==> src/rtl/mips_pkg.sv <==
// rtl/mips_pkg.sv - shared widths, control-bundle bit indices and types for the MIPS pipeline
package mips_pkg;

    localparam int DATA_W = 32;
    localparam int REG_AW = 5;
    localparam int CTRL_W = 8;

    localparam int REG_WRITE_BIT = 0;
    localparam int ALU_SRC_BIT   = 1;
    localparam int MEM_WRITE_BIT = 2;
    localparam int MEM_READ_BIT  = 3;

    localparam logic [REG_AW-1:0] REG_ZERO = '0;

    typedef logic [CTRL_W-1:0] ctrl_t;
    typedef logic [DATA_W-1:0] word_t;
    typedef logic [REG_AW-1:0] reg_idx_t;

    function automatic logic is_load(input ctrl_t c);
        return c[MEM_READ_BIT];
    endfunction

endpackage

==> src/rtl/id_ex_stage_if.sv <==
// rtl/id_ex_stage_if.sv - ID/writeback/EX-side signal bundle of the ID/EX pipeline register
interface id_ex_stage_if
    import mips_pkg::*;
    ();

    logic     id_valid;
    reg_idx_t id_rs;
    reg_idx_t id_rt;
    reg_idx_t id_rd;
    word_t    rd1;
    word_t    rd2;
    word_t    id_imm;
    ctrl_t    id_ctrl;
    logic     wb_we;
    reg_idx_t wb_addr;
    word_t    wb_data;
    logic     ex_stall;
    logic     ex_flush;

    logic     ex_valid;
    word_t    ex_rs_val;
    word_t    ex_rt_val;
    word_t    ex_imm;
    ctrl_t    ex_ctrl;
    reg_idx_t ex_rs;
    reg_idx_t ex_rt;
    reg_idx_t ex_rd;
    logic     hazard_stall;
    logic [31:0] bubble_cnt;
    logic [31:0] hold_cnt;

    modport master (
        output id_valid, id_rs, id_rt, id_rd, rd1, rd2, id_imm, id_ctrl,
        output wb_we, wb_addr, wb_data, ex_stall, ex_flush,
        input  ex_valid, ex_rs_val, ex_rt_val, ex_imm, ex_ctrl,
        input  ex_rs, ex_rt, ex_rd, hazard_stall, bubble_cnt, hold_cnt
    );

    modport slave (
        input  id_valid, id_rs, id_rt, id_rd, rd1, rd2, id_imm, id_ctrl,
        input  wb_we, wb_addr, wb_data, ex_stall, ex_flush,
        output ex_valid, ex_rs_val, ex_rt_val, ex_imm, ex_ctrl,
        output ex_rs, ex_rt, ex_rd, hazard_stall, bubble_cnt, hold_cnt
    );

endinterface

==> src/rtl/operand_bypass.sv <==
// rtl/operand_bypass.sv - per-operand select: r0 -> 0, same-cycle writeback, else register file
module operand_bypass
    import mips_pkg::*;
(
    input  reg_idx_t i_idx,
    input  logic     i_wb_we,
    input  reg_idx_t i_wb_addr,
    input  word_t    i_wb_data,
    input  word_t    i_rf_data,
    output word_t    o_val
);

    logic w_wb_hit;

    assign w_wb_hit = i_wb_we && (i_wb_addr != REG_ZERO) && (i_wb_addr == i_idx);

    always_comb begin
        o_val = i_rf_data;
        if (i_idx == REG_ZERO) begin
            o_val = '0;
        end else if (w_wb_hit) begin
            o_val = i_wb_data;
        end
    end

endmodule

==> src/rtl/id_ex_stage.sv <==
// rtl/id_ex_stage.sv - ID/EX pipeline register with writeback bypass/snoop and load-use bubble
// Optional performance counters enabled by defining ID_EX_PERF_CNT_EN.
module id_ex_stage
    import mips_pkg::*;
(
    input  logic         clk,
    input  logic         reset,
    id_ex_stage_if.slave bus
);

    word_t    w_rs_sel;
    word_t    w_rt_sel;
    logic     w_hazard;
    logic     w_snoop_rs;
    logic     w_snoop_rt;

    logic     r_ex_valid;
    word_t    r_ex_rs_val;
    word_t    r_ex_rt_val;
    word_t    r_ex_imm;
    ctrl_t    r_ex_ctrl;
    reg_idx_t r_ex_rs;
    reg_idx_t r_ex_rt;
    reg_idx_t r_ex_rd;

    operand_bypass u_bypass_rs (
        .i_idx     (bus.id_rs),
        .i_wb_we   (bus.wb_we),
        .i_wb_addr (bus.wb_addr),
        .i_wb_data (bus.wb_data),
        .i_rf_data (bus.rd1),
        .o_val     (w_rs_sel)
    );

    operand_bypass u_bypass_rt (
        .i_idx     (bus.id_rt),
        .i_wb_we   (bus.wb_we),
        .i_wb_addr (bus.wb_addr),
        .i_wb_data (bus.wb_data),
        .i_rf_data (bus.rd2),
        .o_val     (w_rt_sel)
    );

    // A load sitting here whose destination feeds the next instruction forces one bubble.
    assign w_hazard = bus.id_valid && r_ex_valid && is_load(r_ex_ctrl)
                   && (r_ex_rd != REG_ZERO)
                   && ((r_ex_rd == bus.id_rs) || (r_ex_rd == bus.id_rt))
                   && !bus.ex_flush;

    assign w_snoop_rs = bus.wb_we && (bus.wb_addr != REG_ZERO) && (bus.wb_addr == r_ex_rs);
    assign w_snoop_rt = bus.wb_we && (bus.wb_addr != REG_ZERO) && (bus.wb_addr == r_ex_rt);

    always_ff @(posedge clk) begin
        if (reset) begin
            r_ex_valid  <= 1'b0;
            r_ex_rs_val <= '0;
            r_ex_rt_val <= '0;
            r_ex_imm    <= '0;
            r_ex_ctrl   <= '0;
            r_ex_rs     <= '0;
            r_ex_rt     <= '0;
            r_ex_rd     <= '0;
        end else if (bus.ex_flush) begin
            r_ex_valid <= 1'b0;
            r_ex_ctrl  <= '0;
        end else if (bus.ex_stall) begin
            // Held operands would go stale if the register file is written underneath them.
            if (w_snoop_rs) r_ex_rs_val <= bus.wb_data;
            if (w_snoop_rt) r_ex_rt_val <= bus.wb_data;
        end else if (w_hazard) begin
            r_ex_valid <= 1'b0;
            r_ex_ctrl  <= '0;
        end else begin
            r_ex_valid  <= bus.id_valid;
            r_ex_rs_val <= w_rs_sel;
            r_ex_rt_val <= w_rt_sel;
            r_ex_imm    <= bus.id_imm;
            r_ex_ctrl   <= bus.id_valid ? bus.id_ctrl : '0;
            r_ex_rs     <= bus.id_rs;
            r_ex_rt     <= bus.id_rt;
            r_ex_rd     <= bus.id_rd;
        end
    end

`ifdef ID_EX_PERF_CNT_EN
    logic [31:0] r_bubble_cnt;
    logic [31:0] r_hold_cnt;

    always_ff @(posedge clk) begin
        if (reset) begin
            r_bubble_cnt <= '0;
            r_hold_cnt   <= '0;
        end else if (!bus.ex_flush) begin
            if (bus.ex_stall) begin
                if (r_hold_cnt != 32'hFFFF_FFFF) r_hold_cnt <= r_hold_cnt + 32'd1;
            end else if (w_hazard) begin
                if (r_bubble_cnt != 32'hFFFF_FFFF) r_bubble_cnt <= r_bubble_cnt + 32'd1;
            end
        end
    end

    assign bus.bubble_cnt = r_bubble_cnt;
    assign bus.hold_cnt   = r_hold_cnt;
`else
    assign bus.bubble_cnt = '0;
    assign bus.hold_cnt   = '0;
`endif

    assign bus.hazard_stall = w_hazard;
    assign bus.ex_valid     = r_ex_valid;
    assign bus.ex_rs_val    = r_ex_rs_val;
    assign bus.ex_rt_val    = r_ex_rt_val;
    assign bus.ex_imm       = r_ex_imm;
    assign bus.ex_ctrl      = r_ex_ctrl;
    assign bus.ex_rs        = r_ex_rs;
    assign bus.ex_rt        = r_ex_rt;
    assign bus.ex_rd        = r_ex_rd;

endmodule

==> src/flat_wrapper.sv <==
// flat-port wrapper written by rule: the top's interface ports become plain ports
module id_ex_stage_flat import mips_pkg::*;
  (clk, reset, bus_id_valid, bus_id_rs, bus_id_rt, bus_id_rd, bus_rd1, bus_rd2, bus_id_imm, bus_id_ctrl, bus_wb_we, bus_wb_addr, bus_wb_data, bus_ex_stall, bus_ex_flush, bus_ex_valid, bus_ex_rs_val, bus_ex_rt_val, bus_ex_imm, bus_ex_ctrl, bus_ex_rs, bus_ex_rt, bus_ex_rd, bus_hazard_stall, bus_bubble_cnt, bus_hold_cnt);
  id_ex_stage_if bus_i ();
  input  logic clk;
  input  logic reset;
  input wire logic [$bits(bus_i.id_valid)-1:0] bus_id_valid;
  input wire logic [$bits(bus_i.id_rs)-1:0] bus_id_rs;
  input wire logic [$bits(bus_i.id_rt)-1:0] bus_id_rt;
  input wire logic [$bits(bus_i.id_rd)-1:0] bus_id_rd;
  input wire logic [$bits(bus_i.rd1)-1:0] bus_rd1;
  input wire logic [$bits(bus_i.rd2)-1:0] bus_rd2;
  input wire logic [$bits(bus_i.id_imm)-1:0] bus_id_imm;
  input wire logic [$bits(bus_i.id_ctrl)-1:0] bus_id_ctrl;
  input wire logic [$bits(bus_i.wb_we)-1:0] bus_wb_we;
  input wire logic [$bits(bus_i.wb_addr)-1:0] bus_wb_addr;
  input wire logic [$bits(bus_i.wb_data)-1:0] bus_wb_data;
  input wire logic [$bits(bus_i.ex_stall)-1:0] bus_ex_stall;
  input wire logic [$bits(bus_i.ex_flush)-1:0] bus_ex_flush;
  output wire logic [$bits(bus_i.ex_valid)-1:0] bus_ex_valid;
  output wire logic [$bits(bus_i.ex_rs_val)-1:0] bus_ex_rs_val;
  output wire logic [$bits(bus_i.ex_rt_val)-1:0] bus_ex_rt_val;
  output wire logic [$bits(bus_i.ex_imm)-1:0] bus_ex_imm;
  output wire logic [$bits(bus_i.ex_ctrl)-1:0] bus_ex_ctrl;
  output wire logic [$bits(bus_i.ex_rs)-1:0] bus_ex_rs;
  output wire logic [$bits(bus_i.ex_rt)-1:0] bus_ex_rt;
  output wire logic [$bits(bus_i.ex_rd)-1:0] bus_ex_rd;
  output wire logic [$bits(bus_i.hazard_stall)-1:0] bus_hazard_stall;
  output wire logic [$bits(bus_i.bubble_cnt)-1:0] bus_bubble_cnt;
  output wire logic [$bits(bus_i.hold_cnt)-1:0] bus_hold_cnt;
  assign bus_i.id_valid = bus_id_valid;
  assign bus_i.id_rs = bus_id_rs;
  assign bus_i.id_rt = bus_id_rt;
  assign bus_i.id_rd = bus_id_rd;
  assign bus_i.rd1 = bus_rd1;
  assign bus_i.rd2 = bus_rd2;
  assign bus_i.id_imm = bus_id_imm;
  assign bus_i.id_ctrl = bus_id_ctrl;
  assign bus_i.wb_we = bus_wb_we;
  assign bus_i.wb_addr = bus_wb_addr;
  assign bus_i.wb_data = bus_wb_data;
  assign bus_i.ex_stall = bus_ex_stall;
  assign bus_i.ex_flush = bus_ex_flush;
  assign bus_ex_valid = bus_i.ex_valid;
  assign bus_ex_rs_val = bus_i.ex_rs_val;
  assign bus_ex_rt_val = bus_i.ex_rt_val;
  assign bus_ex_imm = bus_i.ex_imm;
  assign bus_ex_ctrl = bus_i.ex_ctrl;
  assign bus_ex_rs = bus_i.ex_rs;
  assign bus_ex_rt = bus_i.ex_rt;
  assign bus_ex_rd = bus_i.ex_rd;
  assign bus_hazard_stall = bus_i.hazard_stall;
  assign bus_bubble_cnt = bus_i.bubble_cnt;
  assign bus_hold_cnt = bus_i.hold_cnt;
  id_ex_stage u_core (.clk(clk), .reset(reset), .bus(bus_i));
endmodule
==> config.mk <==
export PLATFORM = sky130hd
export DESIGN_NAME = id_ex_stage_flat
export DESIGN_NICKNAME = d
export VERILOG_FILES = /design/src/rtl/mips_pkg.sv /design/src/rtl/id_ex_stage_if.sv /design/src/rtl/operand_bypass.sv /design/src/rtl/id_ex_stage.sv /design/src/flat_wrapper.sv
export SDC_FILE = /design/constraint.sdc
export NUM_CORES = 1
export LEC_CHECK = 0
export CAP_MARGIN = 20
export CELL_PAD_IN_SITES_DETAIL_PLACEMENT = 1
export CELL_PAD_IN_SITES_GLOBAL_PLACEMENT = 2
export CORE_MARGIN = 8
export CORE_UTILIZATION = 25
export DETAILED_ROUTE_END_ITERATION = 8
export PLACE_DENSITY_LB_ADDON = 0.1
export SYNTH_ARGS = -nofsm -noshare
export SYNTH_HDL_FRONTEND = slang
export SYNTH_HIERARCHICAL = 1
export SYNTH_SLANG_ARGS = --single-unit
==> constraint.sdc <==
create_clock -name clk -period 3.5 [get_ports clk]
set_input_delay 0.7 -clock clk [delete_from_list [all_inputs] [get_ports clk]]
set_output_delay 0.7 -clock clk [all_outputs]
set_load 0.01 [all_outputs]
==> results.md, run 1 <==
- Run status: completed
- Number of buffers created by CTS: 17
- Via count: between 7000 and 8000
- CP Launch Type: input port
- Min-delay src: u_core/bus.ex_imm[0]
- Post-layout net count: ~1400
- Core Region: 0.03139 mm^2
- VDD IR-drop max: between 0.2 and 0.3 mV
- Vertical die dimension: 193.9 um
- Final total negative setup slack: 0 ps
- Timing startpoint of the critical path: bus_id_rs[2]
- Antenna-violating nets left: 0
- Hpwl dp: 23830 um
- X dimension of the die: 193.9 um
- Minimum clock period: 3313 ps
- Sequential cell area fraction in the yosys report: 0.3037
- Clock tree from TritonCTS: yes
- Post-place setup slack: between 150 and 200 ps
- Smallest hold slack: 467.9 ps
- Critical path required time: 2800 ps
- Area leader, netlist: sky130_fd_sc_hd__dfxtp_1
- First-pass GRT wire length: 52960 um
- First-pass detailed-route iteration total: 6
- Post-CTS Hold Fix Bufs: 0
- Number of antenna violations at the first check in global routing: 3
- Pleak: 4.901 nW
- Total wirelength of the detailed-routed design: 34490 um
- Number of primary I/O pins: 347
- Endpoints failing hold: 0
- Initial standard-cell utilization of the core: 0.2520
- Average cell area after synthesis: 8.173 um^2
- Setup CP Type: input port to primary output
- Share of the synthesized area in the top cell type: 0.3037
- Min-delay worst type: register to register
- Reg area: 0.002402 mm^2
- Summed instance area of the synthesized netlist: 0.007911 mm^2
- Max-Cap Viols: 0
- Share of layout cells above drive strength 1: 0.1241
- Num rows: 65
- Count leader, synth: sky130_fd_sc_hd__dfxtp_1
- Via count of the first global-routing pass: between 8000 and 9000
- Setup repair after global routing missed its margin: no
- Worst Skew: 15.77 ps
- Ratio of routed vias to standard cells: between 4 and 5
- Final WS setup: 186.6 ps
- Flip-flop and latch count after synthesis: 120
- Routed wirelength normalized by instance count: 21.17 um
- Post-synthesis async set-or-reset flop share: 0
- Total Routing Usage GR: 0.1789
- Total clock sinks: 120
- Final cycle utilization of the critical path: 0.9467
- Setup crit end kind: primary output
- Number of input and output port buffers inserted: roughly 280
- Maximum buffer depth of the clock tree: 2
- Drt first-iter violations: 262
- Multi-input gate area in the final layout: ~0.0046 mm^2
- Fill cells: 3712
- Final Wtd Congestion: ~0.8
- Clock slew at the register clock pins of the worst setup and hold paths: approximately 70 ps
- Clk root buf: sky130_fd_sc_hd__clkbuf_16
- DRC Markers: 0
- Pin count of the biggest net entering global routing: 65
- Count of buffers added by post-CTS timing repair for setup: 0
- Post-synthesis cell count: around 970
- Maximum fanout count along the critical path: 4
- Maximum level of the CTS H-tree: 4
- Data arrival at the endpoint of the critical path: 2610 ps
- Final-report max-slew violation count: 0
- Ranking of synthesized cells by instance count: sky130_fd_sc_hd__dfxtp_1, sky130_fd_sc_hd__nor3_1, sky130_fd_sc_hd__nand2_1
- Most area-consuming cells after synthesis: sky130_fd_sc_hd__dfxtp_1, sky130_fd_sc_hd__mux2i_1, sky130_fd_sc_hd__nor3_1
- Area growth from synthesis to layout: 46.69%
- Number of flops mapped to enable cells by yosys: 0
- Count of yosys warnings during synthesis: 6
- Tightest slew margin relative to the limit: 0.4086
- Fmax: a little over 300 MHz
- Global route overflow: 0
- Primary flip-flop cell chosen by synthesis mapping: sky130_fd_sc_hd__dfxtp_1
- Number of library cell types mapped by synthesis: 45
- Worst Max-Slew Pin Slew: 887.1 ps
- Worst-Skew Late Latency: 420 ps
- Origin of the critical flop-to-flop path: u_core/bus.ex_rd[0]
- Final setup violation count: 0
- Cts repair resizes: 0
- PwrDens: slightly below 400 mW/mm^2
- Total Die Area: 0.03759 mm^2
[stage by stage]
stage               std cells  instance area [um^2]  utilization  power [mW]
floorplan                1031                  8148            -       2.193
global placement         1595                 10990       0.3502       2.771
detailed placement       1595                 10990       0.3502       2.777
CTS                      1627                 11600       0.3695       4.639
global route             1629                 11600       0.3697       4.797
finish                   1629                 11600       0.3697       4.555
[state kept, by name, indices dropped and copies added, names as in the netlist]
name / count
u_core/bus.ex_rt_val: 32
u_core/bus.ex_imm: 32
u_core/bus.ex_ctrl: 8
u_core/bus.ex_rd: 5
u_core/bus.ex_rs_val: 32
u_core/bus.ex_valid: 1
u_core/bus.ex_rt: 5
u_core/bus.ex_rs: 5
[placed cells by master, fill, tap and decap left out, types with 2 or more instances in the layout]
cell type                           n
sky130_fd_sc_hd__clkdlybuf4s50_1  280
sky130_fd_sc_hd__dfxtp_1          120
sky130_fd_sc_hd__nor3_1           104
sky130_fd_sc_hd__nand2_1           79
sky130_fd_sc_hd__conb_1            64
sky130_fd_sc_hd__mux2i_1           64
sky130_fd_sc_hd__inv_1             60
sky130_fd_sc_hd__a21oi_1           56
sky130_fd_sc_hd__nand3_1           48
sky130_fd_sc_hd__o21ai_0           48
sky130_fd_sc_hd__nor2b_1           33
sky130_fd_sc_hd__nor4_1            32
sky130_fd_sc_hd__mux2_2            32
sky130_fd_sc_hd__a31oi_1           32
sky130_fd_sc_hd__a221oi_2          30
sky130_fd_sc_hd__buf_4             25
sky130_fd_sc_hd__xor2_1            19
sky130_fd_sc_hd__clkbuf_16         17
sky130_fd_sc_hd__buf_12            15
sky130_fd_sc_hd__xnor2_1            9
sky130_fd_sc_hd__o211ai_1           8
sky130_fd_sc_hd__nor2_1             6
sky130_fd_sc_hd__inv_8              5
sky130_fd_sc_hd__clkinv_8           5
sky130_fd_sc_hd__inv_6              3
sky130_fd_sc_hd__diode_2            2
sky130_fd_sc_hd__a221oi_1           2
sky130_fd_sc_hd__nand2_2            2
sky130_fd_sc_hd__nor4_2             2
sky130_fd_sc_hd__and2_1             2
sky130_fd_sc_hd__nor3_4             2
sky130_fd_sc_hd__o2111ai_4          2
[critical path: stages]
cell	delay, ps
sky130_fd_sc_hd__clkdlybuf4s50_1	490
sky130_fd_sc_hd__xor2_1	180
sky130_fd_sc_hd__nor2_1	340
sky130_fd_sc_hd__a22oi_1	200
sky130_fd_sc_hd__nor2_1	130
sky130_fd_sc_hd__clkdlybuf4s50_1	570
[per-layer routing]
metal / global-route usage / part of all wire / up-vias
met3: 0.05866 / 0.066 / 26
met1: 0.2286 / 0.46 / 3755
met5: 0 / 0.00038 / -
met2: 0.2856 / 0.46 / 207
met4: 0.04894 / 0.016 / 2
li1: - / - / 3791
[power by group]
part / internal (mW) / switching (mW) / total, mW
clock: 0.968 / 0.852 / 1.82
combinational: 0.607 / 0.586 / 1.19
sequential: 1.48 / 0.0668 / 1.54
[cells by family (layout without fill, tap and decap cells)]
logic type,after synthesis,after routing,share of synthesized area
DFF,120,120,0.3037
muxes,96,96,0.1265
other,1,66,0.0004740
buffers and inverters,218,412,0.1528
and+or+nand+nor,318,318,0.2061
AOI/OAI and AO/OA,187,187,0.1795
xor gates and xnor gates,28,28,0.03100
[final cells by class]
class,count,share of cell area
multi-input combinational,693,0.3941
timing repair buffer,320,0.2836
clock buffer,17,0.03666
tap,402,0.04334
inverter,60,0.01941
clock inverter,15,0.01553
sequential,120,0.2070
antenna,2,0.0004313
[path summary, 6_finish.rpt]
check / slack (ps) / depth (start not counted) / to
setup / recovery: 190 / 6 / bus_hazard_stall
hold / removal: 470 / 2 / u_core/bus.ex_imm[0]
setup reg to reg: 1070 / 6 / u_core/bus.ex_rt_val[26]
hold reg to reg: 470 / 2 / u_core/bus.ex_imm[0]
Note: power is estimated with default switching activity, not from simulation.
==> run 2: changes to the inputs <==
--- a/config.mk
+++ b/config.mk
@@ -12,6 +12,7 @@
 export CORE_UTILIZATION = 25
 export DETAILED_ROUTE_END_ITERATION = 8
 export PLACE_DENSITY_LB_ADDON = 0.1
+export SKIP_CTS_REPAIR_TIMING = 1
 export SYNTH_ARGS = -nofsm -noshare
 export SYNTH_HDL_FRONTEND = slang
 export SYNTH_HIERARCHICAL = 1
==> results of run 2 <==
No change in the layout: final DEF, timing and power equal those of run 1.
==> run 3: changes to the inputs <==
--- a/config.mk
+++ b/config.mk
@@ -11,6 +11,7 @@
 export CORE_MARGIN = 8
 export CORE_UTILIZATION = 25
 export DETAILED_ROUTE_END_ITERATION = 8
+export GPL_TIMING_DRIVEN = 1
 export PLACE_DENSITY_LB_ADDON = 0.1
 export SKIP_CTS_REPAIR_TIMING = 1
 export SYNTH_ARGS = -nofsm -noshare
==> results of run 3 <==
No change in the layout: final DEF, timing and power equal those of run 1.
